<file path="src/rtl/smvm_pkg.sv">
// Shared definitions for the SMVM result collector: widths, FSM encoding and FIFO entry layout.
package smvm_pkg;

    localparam int DATA_W = 13;
    localparam int ROW_W  = 9;
    localparam int DEPTH  = 16;
    localparam int AW     = 4;

    localparam logic [1:0] ST_IDLE    = 2'd0;
    localparam logic [1:0] ST_COLLECT = 2'd1;
    localparam logic [1:0] ST_DRAIN   = 2'd2;
    localparam logic [1:0] ST_DONE    = 2'd3;

    typedef struct packed {
        logic [ROW_W-1:0]  row;
        logic [DATA_W-1:0] data;
    } entry_t;

endpackage

</file>
<file path="src/rtl/smvm_sync_fifo.sv">
// Generic DEPTH x WIDTH register FIFO; a push into a full FIFO is accepted only alongside a pop.
module smvm_sync_fifo #(
    parameter int WIDTH = 13,
    parameter int DEPTH = 16,
    parameter int AW    = 4
) (
    input  logic             clk,
    input  logic             rst,
    input  logic             i_push,
    input  logic             i_pop,
    input  logic [WIDTH-1:0] i_data,
    output logic [WIDTH-1:0] o_data,
    output logic             o_full,
    output logic             o_empty,
    output logic [AW:0]      o_count
);

    localparam logic [AW-1:0] L_PTR_INC = {{(AW-1){1'b0}}, 1'b1};
    localparam logic [AW:0]   L_CNT_INC = {{AW{1'b0}}, 1'b1};
    localparam logic [AW:0]   L_CNT_MAX = (AW+1)'(DEPTH);

    logic [WIDTH-1:0] r_mem [DEPTH];
    logic [AW-1:0]    r_wr_ptr;
    logic [AW-1:0]    r_rd_ptr;
    logic [AW:0]      r_count;
    logic             w_do_pop;
    logic             w_do_push;

    assign o_full    = (r_count == L_CNT_MAX);
    assign o_empty   = (r_count == {(AW+1){1'b0}});
    assign o_count   = r_count;
    assign w_do_pop  = i_pop && !o_empty;
    assign w_do_push = i_push && (!o_full || w_do_pop);

    // Pointer and occupancy bookkeeping
    always_ff @(posedge clk) begin
        if (rst) begin
            r_wr_ptr <= {AW{1'b0}};
            r_rd_ptr <= {AW{1'b0}};
            r_count  <= {(AW+1){1'b0}};
        end else begin
            if (w_do_push) r_wr_ptr <= r_wr_ptr + L_PTR_INC;
            if (w_do_pop)  r_rd_ptr <= r_rd_ptr + L_PTR_INC;
            case ({w_do_push, w_do_pop})
                2'b10:   r_count <= r_count + L_CNT_INC;
                2'b01:   r_count <= r_count - L_CNT_INC;
                default: r_count <= r_count;
            endcase
        end
    end

    // Storage array; contents are don't-care until written
    always_ff @(posedge clk) begin
        if (w_do_push) r_mem[r_wr_ptr] <= i_data;
    end

    // Head read-out, forced to zero when empty
    always_comb begin
        if (o_empty) o_data = {WIDTH{1'b0}};
        else         o_data = r_mem[r_rd_ptr];
    end

endmodule

</file>
<file path="src/rtl/smvm_result_collector.sv">
// Buffers SMVM row results for a host, counts rows per job and reports done/overflow.
// Optional macro SMVM_ROWIDX_EN adds a per-entry row index on out_row.
module smvm_result_collector
    import smvm_pkg::*;
(
    input  logic              clk,
    input  logic              rst,
    input  logic              start,
    input  logic [ROW_W-1:0]  rows_in,
    input  logic              in_valid,
    input  logic [DATA_W-1:0] in_data,
    output logic              out_valid,
    input  logic              out_ready,
    output logic [DATA_W-1:0] out_data,
`ifdef SMVM_ROWIDX_EN
    output logic [ROW_W-1:0]  out_row,
`endif
    output logic              busy,
    output logic              done,
    output logic              overflow
);

    localparam logic [ROW_W:0] L_ROW_INC = {{ROW_W{1'b0}}, 1'b1};
    localparam logic [AW:0]    L_CNT_ONE = {{AW{1'b0}}, 1'b1};

    logic [1:0]     r_state;
    logic [1:0]     w_state_nxt;
    logic [ROW_W:0] r_rows;
    logic [ROW_W:0] r_row_cnt;
    logic [ROW_W:0] w_row_cnt_inc;
    logic           r_ovf;
    logic           w_full;
    logic           w_empty;
    logic [AW:0]    w_count;
    logic           w_pop;
    logic           w_beat;
    logic           w_drop;
    logic           w_start_ok;

    assign w_pop         = !w_empty && out_ready;
    assign w_beat        = (r_state == ST_COLLECT) && in_valid;
    assign w_drop        = w_beat && w_full && !w_pop;
    assign w_start_ok    = (r_state == ST_IDLE) && start;
    assign w_row_cnt_inc = r_row_cnt + L_ROW_INC;

`ifdef SMVM_ROWIDX_EN
    entry_t w_wr_entry;
    entry_t w_rd_entry;

    assign w_wr_entry.row  = r_row_cnt[ROW_W-1:0];
    assign w_wr_entry.data = in_data;
    assign out_data        = w_rd_entry.data;
    assign out_row         = w_rd_entry.row;

    smvm_sync_fifo #(.WIDTH($bits(entry_t)), .DEPTH(DEPTH), .AW(AW)) u_fifo (
        .clk     (clk),
        .rst     (rst),
        .i_push  (w_beat),
        .i_pop   (w_pop),
        .i_data  (w_wr_entry),
        .o_data  (w_rd_entry),
        .o_full  (w_full),
        .o_empty (w_empty),
        .o_count (w_count)
    );
`else
    smvm_sync_fifo #(.WIDTH(DATA_W), .DEPTH(DEPTH), .AW(AW)) u_fifo (
        .clk     (clk),
        .rst     (rst),
        .i_push  (w_beat),
        .i_pop   (w_pop),
        .i_data  (in_data),
        .o_data  (out_data),
        .o_full  (w_full),
        .o_empty (w_empty),
        .o_count (w_count)
    );
`endif

    // Job sequencing; DRAIN ends on the cycle the last entry leaves
    always_comb begin
        w_state_nxt = r_state;
        case (r_state)
            ST_IDLE: begin
                if (start) begin
                    if (rows_in != {ROW_W{1'b0}}) w_state_nxt = ST_COLLECT;
                    else                          w_state_nxt = ST_DONE;
                end else begin
                    w_state_nxt = ST_IDLE;
                end
            end
            ST_COLLECT: begin
                if (w_beat && (w_row_cnt_inc == r_rows)) w_state_nxt = ST_DRAIN;
                else                                     w_state_nxt = ST_COLLECT;
            end
            ST_DRAIN: begin
                if (w_empty || ((w_count == L_CNT_ONE) && w_pop)) w_state_nxt = ST_DONE;
                else                                             w_state_nxt = ST_DRAIN;
            end
            ST_DONE:  w_state_nxt = ST_IDLE;
            default:  w_state_nxt = ST_IDLE;
        endcase
    end

    // State, row bookkeeping and sticky overflow
    always_ff @(posedge clk) begin
        if (rst) begin
            r_state   <= ST_IDLE;
            r_rows    <= {(ROW_W+1){1'b0}};
            r_row_cnt <= {(ROW_W+1){1'b0}};
            r_ovf     <= 1'b0;
        end else begin
            r_state <= w_state_nxt;
            if (w_start_ok) begin
                r_rows    <= {1'b0, rows_in};
                r_row_cnt <= {(ROW_W+1){1'b0}};
                r_ovf     <= 1'b0;
            end else begin
                if (w_beat) r_row_cnt <= w_row_cnt_inc;
                if (w_drop) r_ovf     <= 1'b1;
            end
        end
    end

    assign out_valid = !w_empty;
    assign busy      = (r_state == ST_COLLECT) || (r_state == ST_DRAIN);
    assign done      = (r_state == ST_DONE);
    assign overflow  = r_ovf;

endmodule

</file>
<file path="config.mk">
export PLATFORM = sky130hd
export DESIGN_NAME = smvm_result_collector
export DESIGN_NICKNAME = d
export VERILOG_FILES = /design/src/rtl/smvm_pkg.sv /design/src/rtl/smvm_sync_fifo.sv /design/src/rtl/smvm_result_collector.sv
export SDC_FILE = /design/constraint.sdc
export NUM_CORES = 1
export LEC_CHECK = 0
export CAP_MARGIN = 20
export CORE_ASPECT_RATIO = 0.75
export CORE_MARGIN = 1
export CORE_UTILIZATION = 30
export DETAILED_ROUTE_END_ITERATION = 8
export DONT_BUFFER_PORTS = 1
export GPL_ROUTABILITY_DRIVEN = 0
export HOLD_SLACK_MARGIN = 0.03
export PLACE_DENSITY = 0.53
export SLEW_MARGIN = 20
export SYNTH_ARGS = -nofsm -noshare
export SYNTH_HDL_FRONTEND = slang
export SYNTH_SLANG_ARGS = --single-unit
</file>
<file path="constraint.sdc">
create_clock -name clk -period 3.2 [get_ports clk]
set_input_delay 0.64 -clock clk [delete_from_list [all_inputs] [get_ports clk]]
set_output_delay 0.64 -clock clk [all_outputs]
set_load 0.1 [all_outputs]
</file>
==> impl_results.md <==
* Status: finished with violations
* Failing checks: negative setup slack
* Power per Cell Area at 791.0 nW/um2
* Avg Cell Area, Syn at 17.63 um2
* Post-Syn Area at 9997 um2
* Most common cell after layout, fill and taps aside: edfxtp_1
* Die Width at 212.8 um
* Most frequent cells in the layout: edfxtp_1, mux4_2, nor2_1
* Max-cap violations at 0
* Crit path kind: reg2out
* Routed Antenna Nets at 0
* Sequential share of the synthesized area at 0.7029
* Static Leak at 0.003817 uW
* Number of global-route vias before repair at 5,320
* Clock Latency Late Sink at 540 ps
* Vias post-DR at 5,304
* Htree depth at 1
* Final setup violation count at 1
* Crit path DAT at 2570 ps
* Final Instance Area at 12,070 um2
* Reg-to-reg slack, setup at 500 ps
* WP buf/inv at 3
* Final Critical Period at 3210 ps
* Startpoint types: flop
* Die Ht at 160.1 um
* Ys Warns at 0
* CP Max Fanout at 7
* Period utilization at 1.003
* Worst-path cell chain: buf_12 -> buf_12 -> mux4_2 -> mux4_2 -> and2_4 -> buf_12
* Distinct cells, synth at 42
* Final Max Tran Viols at 0
* Final wirelength at 22,000 um
* Relative slew slack at 0.3171
* Worst-path clk slew at 60 ps
* Drt pass-1 iters at 5
* Synth async-reset ratio at 0
* WP depth at 6
* Row count at 57
* Flops & latches, synth at 247
* # nets final at 670
* CP delay by family, top: multiplexers
* Top_reg_cell synth: edfxtp_1
* Antenna Cells at 0
* Unrepaired setup endpoints after global routing: yes
* Clock Skew at 14.88 ps
* Slowest CP cell: mux4_2
* Clk sinks at 247
* Vias/cell at 4.871
* RR Startpoint: r_state[1]
* Die ar. at 34,060 um2
* CP Capture Point: out_data[8]
* Syn-to-layout area delta at 20.74%
* Largest net degree at the start of global routing at 53
* Post-Synthesis Cells at 567
* Hold Crit Depth at 1
* Fill count at 3,002
* HP Class: in2reg
* Num CTS Buffers at 26
* GRT Total Usage at 0.1305
* R2R Path End: u_fifo.r_mem[11][7]
* Clk buf depth at 3
* CTS tree: yes
* # IOs at 44
* Post-DP HPWL at 13,660 um
* Routed WL per cell at 20.20 um
* Post-route DRC at 0
* Syn nets at 610
* Share of layout cells above drive strength 1 at 0.2859
* First-pass GRT wire length at 32,980 um
* Initial antenna violation count at 0
* Final Power at 9547 uW
* Fmax at 311.5 MHz
* CTS root buffer: clkbuf_16
* Post-synth EDFFs at 208
* Hold Fails Final Rpt at 0
* Drt initial violations at 547
* CP Capture Type: output pin
* Data required, critical path at 2560 ps
* Core Area at 32,590 um2
* DP Area at 11,040 um2
* Final worst slack at -9.981 ps
* CP dominant cell by count: buf_12
* Hold_ws at 156.5 ps
* Peak supply drop at 0.4457 mV
* Tightest Pin Transition at 1027 ps
* GR Overflow Total at 0
* Initial core utilization at 0.3067
* Slowest stage delay, CP at 510 ps
* I/O Buffers at 0
* R2R depth at 8
==> through the flow <==
step           TNS [ps]  cells  setup WS [ps]    util
2_1_floorplan         0    567          240.8       -
3_3_place_gp          0   1032          446.5  0.3389
3_5_place_dp          0   1032          427.9  0.3389
4_1_cts          -453.0   1088         -68.51  0.3690
5_1_grt          -506.2   1089         -58.58  0.3703
6_report         -9.981   1089         -9.981  0.3703
==> cell type report <==
cell class / count / area [um2] / area share
Clock buffer: 34 / 680.7 / 0.05639
Clock inverter: 14 / 157.7 / 0.01306
Inverter: 9 / 33.78 / 0.002799
Multi-Input combinational cell: 284 / 2877 / 0.2383
Sequential cell: 247 / 7032 / 0.5826
Tap cell: 442 / 553.0 / 0.04582
Timing Repair Buffer: 59 / 737.0 / 0.06106
==> where the power goes <==
group	internal (uW)	switching, uW
Combinational	1350	1610
Clock	1750	1240
Sequential	3540	56.8
==> registers in the layout, summed over array words and instances (netlist names), named ones only <==
signal / flops
u_fifo.r_mem: 208
u_fifo.r_rd_ptr: 4
u_fifo.o_count: 5
u_fifo.r_wr_ptr: 4
r_row_cnt: 10
overflow: 1
r_state: 2
r_rows: 9
==> worst register-to-register path: cells and delay by family, from the launching register on <==
family	cells	cell delay, ps
and+or+nand+nor	4	1250
buffers and inverters	3	560
DFF	1	330
adders and majority gates	1	260
==> worst min-delay path by stage <==
stage,startpoint,to,slack [ps]
finish,rst,r_rows[0],160
CTS,rst,r_rows[5],130
global route,rst,r_rows[5],130
floorplan,r_rows[1],r_rows[1],450
detailed placement,r_rows[6],r_rows[6],470
global placement,r_rows[6],r_rows[6],470
==> per-layer routing <==
metal / global-route usage / wire length, um
met4: 0.03336 / 453
met3: 0.02616 / 1203
met2: 0.1990 / 10170
met1: 0.1896 / 10170
met5: 0 / 0
==> repair_timing <==
action,CTS,global route
cloned,2,1
resized for setup,15,11
setup endpoints to repair,13,13
hold buffers,0,0
setup buffers,6,1
==> cells in the mapped netlist, drive strengths merged (6+ instances only) <==
library cell  count  area share
nand2            34       0.013
inv               9      0.0034
dfxtp            39       0.078
a21oi            22       0.011
o21ai             6      0.0030
xor2             11      0.0096
nor3              9      0.0045
ha               16       0.020
mux4             65        0.15
nor2             43       0.016
and2             14      0.0088
edfxtp          208        0.62
xnor2            15       0.013
nand3             8      0.0045
clkbuf           18      0.0068
buf               8      0.0039
==> logic make-up (layout without fill, tap and decap cells) <==
logic type / Yosys count / after routing / share of synthesized area
flops: 247 / 247 / 0.7029
simple gates: 133 / 133 / 0.06383
mux: 70 / 70 / 0.1514
compound gates: 39 / 39 / 0.02378
buf+inv: 36 / 116 / 0.01527
xor+xnor: 26 / 26 / 0.02278
fa+ha+maj: 16 / 16 / 0.02002
Note: power is estimated with default switching activity, not from simulation.
